--- src/rtl/led_pwm_array.sv ---
// led_pwm_array: multi-channel PWM LED driver with one shared PWM counter,
// shadowed glitch-free level updates and steady/blink/breathe/off modes.
// Ports: clk, n_rst (async, active low), mode[1:0] (00 steady, 01 blink,
//   10 breathe, 11 off), level[NUM_CH*PWM_BITS] (channel i at
//   [i*PWM_BITS +: PWM_BITS]), update (capture strobe), led[NUM_CH]
//   (registered PWM outputs), frame_start (pulse at PWM period start).
// Build option: define LED_PWM_GAMMA_EN to apply a square-law gamma map
//   as levels move from pending to active; otherwise the map is linear.
module led_pwm_array #(
    parameter int          NUM_CH       = 3,
    parameter int          PWM_BITS     = 8,
    parameter logic [30:0] BLINK_PERIOD = 31'd13500000,
    parameter logic [15:0] BREATH_DIV   = 16'd4
) (
    input  logic                       clk,
    input  logic                       n_rst,
    input  logic [1:0]                 mode,
    input  logic [NUM_CH*PWM_BITS-1:0] level,
    input  logic                       update,
    output logic [NUM_CH-1:0]          led,
    output logic                       frame_start
);

    typedef enum logic [1:0] {
        MODE_STEADY  = 2'b00,
        MODE_BLINK   = 2'b01,
        MODE_BREATHE = 2'b10,
        MODE_OFF     = 2'b11
    } mode_t;

    localparam logic [PWM_BITS-1:0] P_MAX    = {PWM_BITS{1'b1}};
    localparam logic [PWM_BITS-1:0] CNT_LAST = PWM_BITS'((1 << PWM_BITS) - 2);
    localparam logic [30:0]         BLINK_LAST = BLINK_PERIOD - 31'd1;
    localparam logic [15:0]         DIV_LAST   = BREATH_DIV - 16'd1;

    logic [PWM_BITS-1:0]   cnt;
    logic                  bnd;
    mode_t                 active_mode;
    mode_t                 mode_n;
    logic                  enter_blink;
    logic                  enter_breathe;

    logic [PWM_BITS-1:0]   pending [NUM_CH];
    logic [PWM_BITS-1:0]   active  [NUM_CH];
    logic [PWM_BITS-1:0]   src     [NUM_CH];
    logic [PWM_BITS-1:0]   act_n   [NUM_CH];
    logic [PWM_BITS-1:0]   eff     [NUM_CH];
    logic [2*PWM_BITS:0]   prod    [NUM_CH];
`ifdef LED_PWM_GAMMA_EN
    logic [2*PWM_BITS-1:0] sq      [NUM_CH];
`endif

    logic [30:0]           bcnt;
    logic [30:0]           bcnt_n;
    logic                  phase;
    logic                  phase_n;
    logic                  phase_q;

    logic [PWM_BITS-1:0]   env;
    logic [PWM_BITS-1:0]   env_n;
    logic                  dir_down;
    logic                  dir_n;
    logic [15:0]           bdiv;
    logic [15:0]           bdiv_n;

    // Mode register: only moves on the PWM boundary.
    always_comb begin
        bnd           = (cnt == CNT_LAST);
        mode_n        = active_mode;
        if (bnd) begin
            mode_n = mode_t'(mode);
        end
        enter_blink   = bnd && (mode_n == MODE_BLINK)
                            && (active_mode != MODE_BLINK);
        enter_breathe = bnd && (mode_n == MODE_BREATHE)
                            && (active_mode != MODE_BREATHE);
    end

    // Blink timer runs on raw clocks, independent of the PWM period.
    always_comb begin
        bcnt_n  = bcnt;
        phase_n = phase;
        if (enter_blink) begin
            bcnt_n  = '0;
            phase_n = 1'b1;
        end else if (active_mode == MODE_BLINK) begin
            if (bcnt == BLINK_LAST) begin
                bcnt_n  = '0;
                phase_n = ~phase;
            end else begin
                bcnt_n = bcnt + 31'd1;
            end
        end
    end

    // Breathe envelope: triangle, holding one step at each end.
    always_comb begin
        env_n  = env;
        dir_n  = dir_down;
        bdiv_n = bdiv;
        if (enter_breathe) begin
            env_n  = '0;
            dir_n  = 1'b0;
            bdiv_n = '0;
        end else if (bnd && (active_mode == MODE_BREATHE)) begin
            if (bdiv == DIV_LAST) begin
                bdiv_n = '0;
                if (!dir_down) begin
                    if (env == P_MAX) begin
                        dir_n = 1'b1;
                    end else begin
                        env_n = env + PWM_BITS'(1);
                    end
                end else begin
                    if (env == '0) begin
                        dir_n = 1'b0;
                    end else begin
                        env_n = env - PWM_BITS'(1);
                    end
                end
            end else begin
                bdiv_n = bdiv + 16'd1;
            end
        end
    end

    // An update on the boundary cycle bypasses pending straight to active.
    always_comb begin
        for (int i = 0; i < NUM_CH; i++) begin
            src[i] = update ? level[i*PWM_BITS +: PWM_BITS] : pending[i];
`ifdef LED_PWM_GAMMA_EN
            sq[i]    = (2*PWM_BITS)'(src[i])
                     * ((2*PWM_BITS)'(src[i]) + (2*PWM_BITS)'(1));
            act_n[i] = PWM_BITS'(sq[i] >> PWM_BITS);
`else
            act_n[i] = src[i];
`endif
        end
    end

    // eff depends only on state that changes at the boundary, so it is
    // constant for a whole PWM period; blink edges snap to periods.
    always_comb begin
        for (int i = 0; i < NUM_CH; i++) begin
            prod[i] = '0;
            eff[i]  = '0;
            unique case (active_mode)
                MODE_STEADY: eff[i] = active[i];
                MODE_BLINK:  eff[i] = phase_q ? active[i] : '0;
                MODE_BREATHE: begin
                    // active*(env+1) without widening env
                    prod[i] = (2*PWM_BITS+1)'(active[i])
                            * (2*PWM_BITS+1)'(env)
                            + (2*PWM_BITS+1)'(active[i]);
                    eff[i]  = PWM_BITS'(prod[i] >> PWM_BITS);
                end
                default:     eff[i] = '0;
            endcase
        end
    end

    always_ff @(posedge clk or negedge n_rst) begin
        if (!n_rst) begin
            cnt         <= '0;
            active_mode <= MODE_OFF;
            bcnt        <= '0;
            phase       <= 1'b1;
            phase_q     <= 1'b1;
            env         <= '0;
            dir_down    <= 1'b0;
            bdiv        <= '0;
            led         <= '0;
            frame_start <= 1'b0;
            for (int i = 0; i < NUM_CH; i++) begin
                pending[i] <= '0;
                active[i]  <= '0;
            end
        end else begin
            cnt         <= bnd ? '0 : cnt + PWM_BITS'(1);
            active_mode <= mode_n;
            bcnt        <= bcnt_n;
            phase       <= phase_n;
            env         <= env_n;
            dir_down    <= dir_n;
            bdiv        <= bdiv_n;
            frame_start <= (cnt == '0);
            if (bnd) begin
                phase_q <= phase_n;
            end
            for (int i = 0; i < NUM_CH; i++) begin
                led[i] <= (cnt < eff[i]);
                if (update) begin
                    pending[i] <= level[i*PWM_BITS +: PWM_BITS];
                end
                if (bnd) begin
                    active[i] <= act_n[i];
                end
            end
        end
    end

endmodule

--- config.mk ---
export PLATFORM = sky130hd
export DESIGN_NAME = led_pwm_array
export DESIGN_NICKNAME = d
export VERILOG_FILES = /design/src/rtl/led_pwm_array.sv
export SDC_FILE = /design/constraint.sdc
export NUM_CORES = 1
export LEC_CHECK = 0
export ABC_CLOCK_PERIOD_IN_PS = 12900
export CAP_MARGIN = 25
export CORE_ASPECT_RATIO = 2
export CORE_MARGIN = 3
export CORE_UTILIZATION = 25
export DETAILED_ROUTE_END_ITERATION = 6
export GPL_TIMING_DRIVEN = 1
export PLACE_DENSITY = 0.48
export SLEW_MARGIN = 30
export SYNTH_ARGS = -nofsm -noshare
export SYNTH_HDL_FRONTEND = slang
export SYNTH_SLANG_ARGS = --single-unit
--- constraint.sdc ---
create_clock -name clk -period 12.9 [get_ports clk]
set_input_delay 2.58 -clock clk [delete_from_list [all_inputs] [get_ports clk]]
set_output_delay 2.58 -clock clk [all_outputs]
set_load 0.03 [all_outputs]
==> results of run 1 <==
[worst max-delay path: cells and delay by family (launching register included)]
family                     cells  cell delay, ns
adders and majority gates      6            2.63
DFF                            1            0.92
and+or+nand+nor                3            0.75
xor gates and xnor gates       1            0.15
AOI/OAI and AO/OA              7            1.52
buffers and inverters          3            0.14
[per-layer routing]
| layer | track usage, % | part of all wire [%] | up-vias |
|---|---|---|---|
| met5 | 0 | 0 | - |
| met4 | 5.26 | 3.0 | 0 |
| met3 | 2.24 | 2.6 | 54 |
| met2 | 27.7 | 57 | 153 |
| met1 | 14.7 | 37 | 4902 |
| li1 | - | - | 4557 |
[layout make-up]
cell class	count	area share, %
Clock buffer	18	3.10
Clock inverter	13	0.848
Inverter	199	5.27
Multi-Input combinational cell	1001	61.0
Sequential cell	120	21.3
Tap cell	643	5.68
Timing Repair Buffer	43	2.88
[path summary, 6_finish.rpt]
path / cells past startpoint / endpoint
max in group asynchronous: 2 / env[3]$_DFFE_PN0P_
hold / removal: 1 / pending[8]$_DFF_PN0_
hold reg to reg: 1 / pending[8]$_DFF_PN0_
min in group asynchronous: 1 / active[19]$_DFFE_PN0P_
setup reg to reg: 20 / led[2]$_DFF_PN0_
setup / recovery: 20 / led[2]$_DFF_PN0_
[cell usage after synthesis (4+ instances only)]
cell type and number:
and2_1 114, and4_1 7, dfstp_2 4, nand2_1 169
nor4_1 11, nor3_1 14, o31ai_1 14, dfrtp_1 116
and3_1 17, inv_1 199, a31oi_1 9, xor2_1 24
nand4_1 17, nor2_1 54, nor2b_1 5, or3_1 7
a211oi_1 8, nand2b_1 9, a32oi_1 6, o21ai_0 84
a21oi_1 37, a22oi_1 14, nand3_1 22, ha_1 128
clkbuf_1 54, a21o_1 12, buf_1 4, xnor2_1 15
o21a_1 6, mux2_2 26, buf_2 7, fa_1 130
[power by group through the flow]
| stage | sequential [mW] | clock [mW] | combinational, mW |
|---|---|---|---|
| final | 0.391 | 0.482 | 0.591 |
| after global routing | 0.392 | 0.507 | 0.688 |
| after CTS | 0.391 | 0.496 | 0.601 |
| after detailed placement | 0.398 | 0 | 0.595 |
| after global placement | 0.398 | 0 | 0.579 |
| after floorplan | 0.394 | 0 | 0.446 |
[kinds of logic after synthesis]
family,Yosys count
simple gates,463
buf+inv,265
fa+ha+maj,258
compound gates,215
flops,120
xor+xnor,39
mux,26
[flip-flops by register name, summed over array words and instances, names as in the netlist]
register,flops
dir_down,1
bcnt,31
env,8
active,24
frame_start,1
active_mode,2
pending,24
led,3
phase_q,1
phase,1
bdiv,16
cnt,8
==> results.json, run 1 <==
{
  "multi_input_area_sq_mm": 0.00863,
  "syn-instance-count": 1386,
  "route.antenna.remaining_nets": 0,
  "reg2reg_from": "env[6]$_DFFE_PN0P_",
  "clock-root-buffer": "clkbuf_16",
  "rows": 115,
  "yosys_warnings": 0,
  "crit_type": "flip-flop to flip-flop",
  "num_vias": 9666,
  "grt_pass1_wl_um": 57600,
  "postCtsHoldBufs": 0,
  "path_cells": "nand2_1 -> fa_1 -> fa_1 -> inv_1 -> fa_1 -> inv_1 -> fa_1 -> inv_1 -> ha_1 -> nand4b_1 -> nor4_1 -> o41ai_2 -> a21oi_1 -> a21o_1 -> xor2_1 -> a22oi_1 -> ha_1 -> a2111oi_0 -> a21oi_1 -> a211oi_1",
  "slew_headroom_pct": 38.4,
  "die_w_um": 165,
  "grt_pass1_vias": 10400,
  "cap_violations": 0,
  "fin_ws_ns": 6.67,
  "antenna_found_initial": 0,
  "fin_hold_ws_ns": 0.500,
  "place_area_sq_mm": 0.0136,
  "vias_per_cell": 4.75,
  "sequentialPowerShare_pct": 26.7,
  "drt_pre_antenna_iters": 5,
  "synth.net_count": 1673,
  "path_clk_slew_ns": 0.06,
  "insertion_delay_ns": 0.45,
  "worstHoldStart": "pending[8]$_DFF_PN0_",
  "diodes": 0,
  "synth.area.mux_share_pct": 2.32,
  "hold_path.class": "flip-flop to flip-flop",
  "postCtsSetupBuffers": 0,
  "cp-start-kind": "flip-flop",
  "drv_slew": 0,
  "utilization_pct": 28.5,
  "async_flop_share_pct": 100,
  "syn_area_sq_mm": 0.0126,
  "cts_htree_levels": 4,
  "seq_area_frac_synth_pct": 23.8,
  "die-area_sq_mm": 0.0534,
  "reg2reg_slack_ns": 6.67,
  "power_mw": 1.46,
  "period_share_pct": 48.3,
  "combPwrFrac_pct": 40.4,
  "place.detailed.hpwl_um": 27500,
  "p_sw_uw": 550,
  "post_synth_and_or_nand_nor_area_fraction_pct": 19.0,
  "track_usage_pct": 14.1,
  "setup_violations": 0,
  "crit_top_cell": "fa_1",
  "final_cell_mix": "199 x inv_1, 168 x nand2_1, 130 x fa_1, 128 x ha_1",
  "synth_area_leaders": "dfrtp_1 23%, fa_1 21%, ha_1 13%",
  "slowest_stage": "dfrtp_1",
  "seq_area_sq_mm": 0.00301,
  "synth_compound_area_share_pct": 10.9,
  "finClkSkew_ns": 0.0123,
  "cts.sinks": 120,
  "cp_data_arrival_time_ns": 6.58,
  "worst_pin_slew_ns": 0.920,
  "place_ws_ns": 6.62,
  "core_area_sq_mm": 0.0496,
  "routed_wl_um": 35900,
  "synth_top_area_share_pct": 23.0,
  "wl_per_cell_um": 17.6,
  "stdcell_area_sq_mm": 0.0142,
  "dieHeight_um": 324,
  "p_per_area_mw_per_mm2": 103,
  "drcViolationCount": 0,
  "portBuffers": 32,
  "synth_xor_area_share_pct": 2.70,
  "synth_edf_count": 0,
  "synth-adder-area-share_pct": 33.3,
  "dp.cells": 2006,
  "avgSynthCellArea_sq_um": 9.11,
  "gp_congestion": 0.811,
  "internal-power_uw": 914,
  "tns_ns": 0,
  "cp.required_ns": 13.25,
  "drt_iter0_drc": 509,
  "clockPowerShare_pct": 32.9,
  "run_status": "finished, final reports clean",
  "switching_share_pct": 37.6,
  "path_max_fanout": 28,
  "ys_types": 64,
  "clk_path_buf_depth": 2,
  "final_cells": 2037,
  "ys.flop_type": "dfrtp_1",
  "grt.overflow.total": 0,
  "ir_drop_mv": 0.0920,
  "leakagePower_nw": 6.53,
  "synth_seq_cells": 120,
  "grt_max_degree": 75,
  "pin_count": 33,
  "rsz0062_at_grt": "false",
  "nets": 1669,
  "cts_resized": 0,
  "drive_gt1_share_pct": 6.74,
  "layout_commonest_cell": "inv_1",
  "hold_viol": 0,
  "cpPeakStageDelay_ns": 0.92,
  "fillers": 5231,
  "syn_to_final_growth_pct": 12.1,
  "fmax_mhz": 160,
  "initial_core_util_pct": 25.4,
  "endpoint_kind": "flip-flop",
  "yosysTopAreaCell": "dfrtp_1",
  "synth_top_family_by_area": "adder cells",
  "cts_tree": "yes",
  "worstSetupStartpoint": "env[6]$_DFFE_PN0P_",
  "numCtsBuffers": 17,
  "min_period_ns": 6.23
}
Power figures use the tool's default switching activity.
==> inputs of run 2 (changes only) <==
ABC_CLOCK_PERIOD_IN_PS = 5400   (was 12900)
PLACE_DENSITY = 0.49   (was 0.48)
clock period = 5.4 ns   (was 12.9 ns; I/O delays follow)
==> results.json, run 2 (synthesis gave the netlist of run 1 again) <==
{
  "run_status": "finished, violations left",
  "violations": "setup timing",
  "num_vias": 10200,
  "finClkSkew_ns": 0.0119,
  "insertion_delay_ns": 0.44,
  "crit_type": "flip-flop to flip-flop",
  "clk_path_buf_depth": 2,
  "path_max_fanout": 9,
  "largest_reg_flops": 31,
  "hold_viol": 0,
  "drive_gt1_share_pct": 19.7,
  "cp.required_ns": 5.77,
  "grt_max_degree": 88,
  "regMostFlops": "bcnt",
  "path_depth": 18,
  "reg2reg_slack_ns": -0.03,
  "hold_path.class": "flip-flop to flip-flop",
  "die_w_um": 165,
  "leakagePower_nw": 7.23,
  "reg2reg_to": "led[0]$_DFF_PN0_",
  "ir_drop_mv": 0.185,
  "wl_per_cell_um": 17.2,
  "path_clk_slew_ns": 0.07,
  "nets": 1800,
  "cp-endpoint": "led[0]$_DFF_PN0_",
  "route.antenna.remaining_nets": 0,
  "cts_tree": "yes",
  "cts_htree_levels": 4,
  "drcViolationCount": 0,
  "setup_violations": 3,
  "sequentialPowerShare_pct": 23.4,
  "crit_family": "adder cells",
  "layout_commonest_cell": "inv_1",
  "p_sw_mw": 1.46,
  "internal-power_mw": 2.51,
  "period_share_pct": 101,
  "grt.overflow.total": 0,
  "drv_slew": 0,
  "dieHeight_um": 324,
  "cpPeakStageDelay_ns": 0.49,
  "cp_data_arrival_time_ns": 5.80,
  "numCtsBuffers": 17,
  "antenna_found_initial": 0,
  "final_cell_mix": "186 x inv_1, 160 x nand2_1, 123 x fa_1, 119 x ha_1, 118 x buf_4",
  "diodes": 0,
  "rsz0062_at_grt": "true",
  "tns_ns": -0.0979,
  "initial_core_util_pct": 25.4,
  "drt_iter0_drc": 426,
  "cp-start-kind": "flip-flop",
  "path_cells": "buf_4 -> and2_1 -> fa_1 -> fa_1 -> ha_1 -> fa_1 -> ha_1 -> a21o_1 -> a221o_1 -> o31a_1 -> buf_4 -> a21o_1 -> a211o_1 -> a32oi_1 -> ha_1 -> a211oi_2 -> nand2_1 -> o21ai_1",
  "p_per_area_mw_per_mm2": 253,
  "slew_headroom_pct": 36.5,
  "slowest_stage": "fa_1",
  "min_period_ns": 5.43,
  "core_area_sq_mm": 0.0496,
  "reg2reg_from": "env[4]$_DFFE_PN0P_",
  "worstSetupStartpoint": "env[4]$_DFFE_PN0P_",
  "power_mw": 3.97,
  "pin_count": 33,
  "postCtsHoldBufs": 0,
  "clock-root-buffer": "clkbuf_16",
  "cts.sinks": 120,
  "gp_congestion": 0.882,
  "critPathBufInv": 2,
  "combPwrFrac_pct": 47.7,
  "fmax_mhz": 184,
  "grt_pass1_vias": 11100,
  "grt_pass1_wl_um": 59000,
  "vias_per_cell": 4.69,
  "switching_share_pct": 36.7,
  "top_regs": "bcnt x31, active x24, pending x24",
  "clockPowerShare_pct": 28.9,
  "endpoint_kind": "flip-flop",
  "cap_violations": 0,
  "worst_pin_slew_ns": 0.951,
  "syn_to_final_growth_pct": 24.1,
  "fin_ws_ns": -0.0340,
  "rows": 115,
  "portBuffers": 32,
  "fillers": 5135,
  "drt_pre_antenna_iters": 6,
  "routed_wl_um": 37400,
  "track_usage_pct": 14.4,
  "place.detailed.hpwl_um": 28800,
  "worstRegToRegCells": 18,
  "die-area_sq_mm": 0.0534
}
run 2: changes by cell type in the layout (fill, tap and decap cells not counted), moves of 7 or more:
cell and delta:
fa_2 +7, buf_4 +108, nand2_1 -8, fa_1 -7, buf_6 +8, inv_2 +13, dfrtp_1 -11, dfrtp_2 +11
inv_1 -13, ha_1 -9, buf_12 +11
run 2: final cells by class:
type / instances / area (sq um) / area share, %
clock inverter: 10 / 95.1 / 0.607
timing repair buffer: 174 / 1610 / 10.3
clock buffer: 22 / 474 / 3.03
inverter: 199 / 747 / 4.77
sequential: 120 / 3020 / 19.3
tap: 643 / 805 / 5.13
multi-input combinational: 1001 / 8920 / 56.9
run 2: metrics by stage:
step | cells | utilization (%) | hold slack, ns | cell area, sq um | setup slack [ns]
floorplan | 1386 | - | 0.451 | 12700 | 0.000545
global placement | 2110 | 29.1 | 0.471 | 14500 | -0.668
detailed placement | 2110 | 29.1 | 0.480 | 14500 | -0.712
CTS | 2160 | 31.1 | 0.489 | 15400 | -0.127
global route | 2169 | 31.6 | 0.504 | 15700 | -0.256
finish | 2169 | 31.6 | 0.488 | 15700 | -0.0340
run 2: power by group through the flow:
stage / Sequential [mW] / Combinational (mW) / Clock, mW
floorplan: 0.941 / 1.08 / 0
global placement: 0.944 / 1.63 / 0
detailed placement: 0.945 / 1.64 / 0
CTS: 0.929 / 1.86 / 1.19
global route: 0.930 / 2.14 / 1.21
finish: 0.928 / 1.90 / 1.15
run 2: what timing repair did:
item / in CTS / in global routing
setup buffers: 20 / 8
pin swaps: 51 / 53
gates resized for setup: 70 / 33
endpoints found under the setup margin: 3 / 3
cloned: 1 / 1
run 2: routing by layer:
metal	up-vias	part of all wire (%)	routed length, um	GRT usage [%]
li1	4813	-	-	-
met1	5110	35	13000	14.0
met2	167	57	21400	28.4
met3	77	2.3	856	2.11
met4	0	5.4	2030	7.95
met5	-	0	0	0
run 2: how the worst min path moves through the flow:
| stage | startpoint | endpoint | slack (ns) | cells after the start |
|---|---|---|---|---|
| floorplan | bcnt[30]$_DFFE_PN0P_ | bcnt[30]$_DFFE_PN0P_ | 0.45 | 1 |
| detailed placement | cnt[0]$_DFF_PN0_ | cnt[0]$_DFF_PN0_ | 0.48 | 1 |
| global route | pending[21]$_DFF_PN0_ | pending[21]$_DFF_PN0_ | 0.50 | 1 |
| CTS | cnt[0]$_DFF_PN0_ | cnt[0]$_DFF_PN0_ | 0.49 | 1 |
| finish | cnt[0]$_DFF_PN0_ | cnt[0]$_DFF_PN0_ | 0.49 | 1 |
| global placement | cnt[0]$_DFF_PN0_ | cnt[0]$_DFF_PN0_ | 0.47 | 1 |
run 2: worst reg2reg max path, stage by stage (launching register included):
cell      delay [ns]
dfrtp_2         0.46
buf_4           0.20
and2_1          0.16
fa_1            0.46
fa_1            0.49
ha_1            0.33
fa_1            0.49
ha_1            0.32
a21o_1          0.19
a221o_1         0.38
o31a_1          0.34
buf_4           0.15
a21o_1          0.16
a211o_1         0.28
a32oi_1         0.23
ha_1            0.29
a211oi_2        0.22
nand2_1         0.07
o21ai_1         0.13
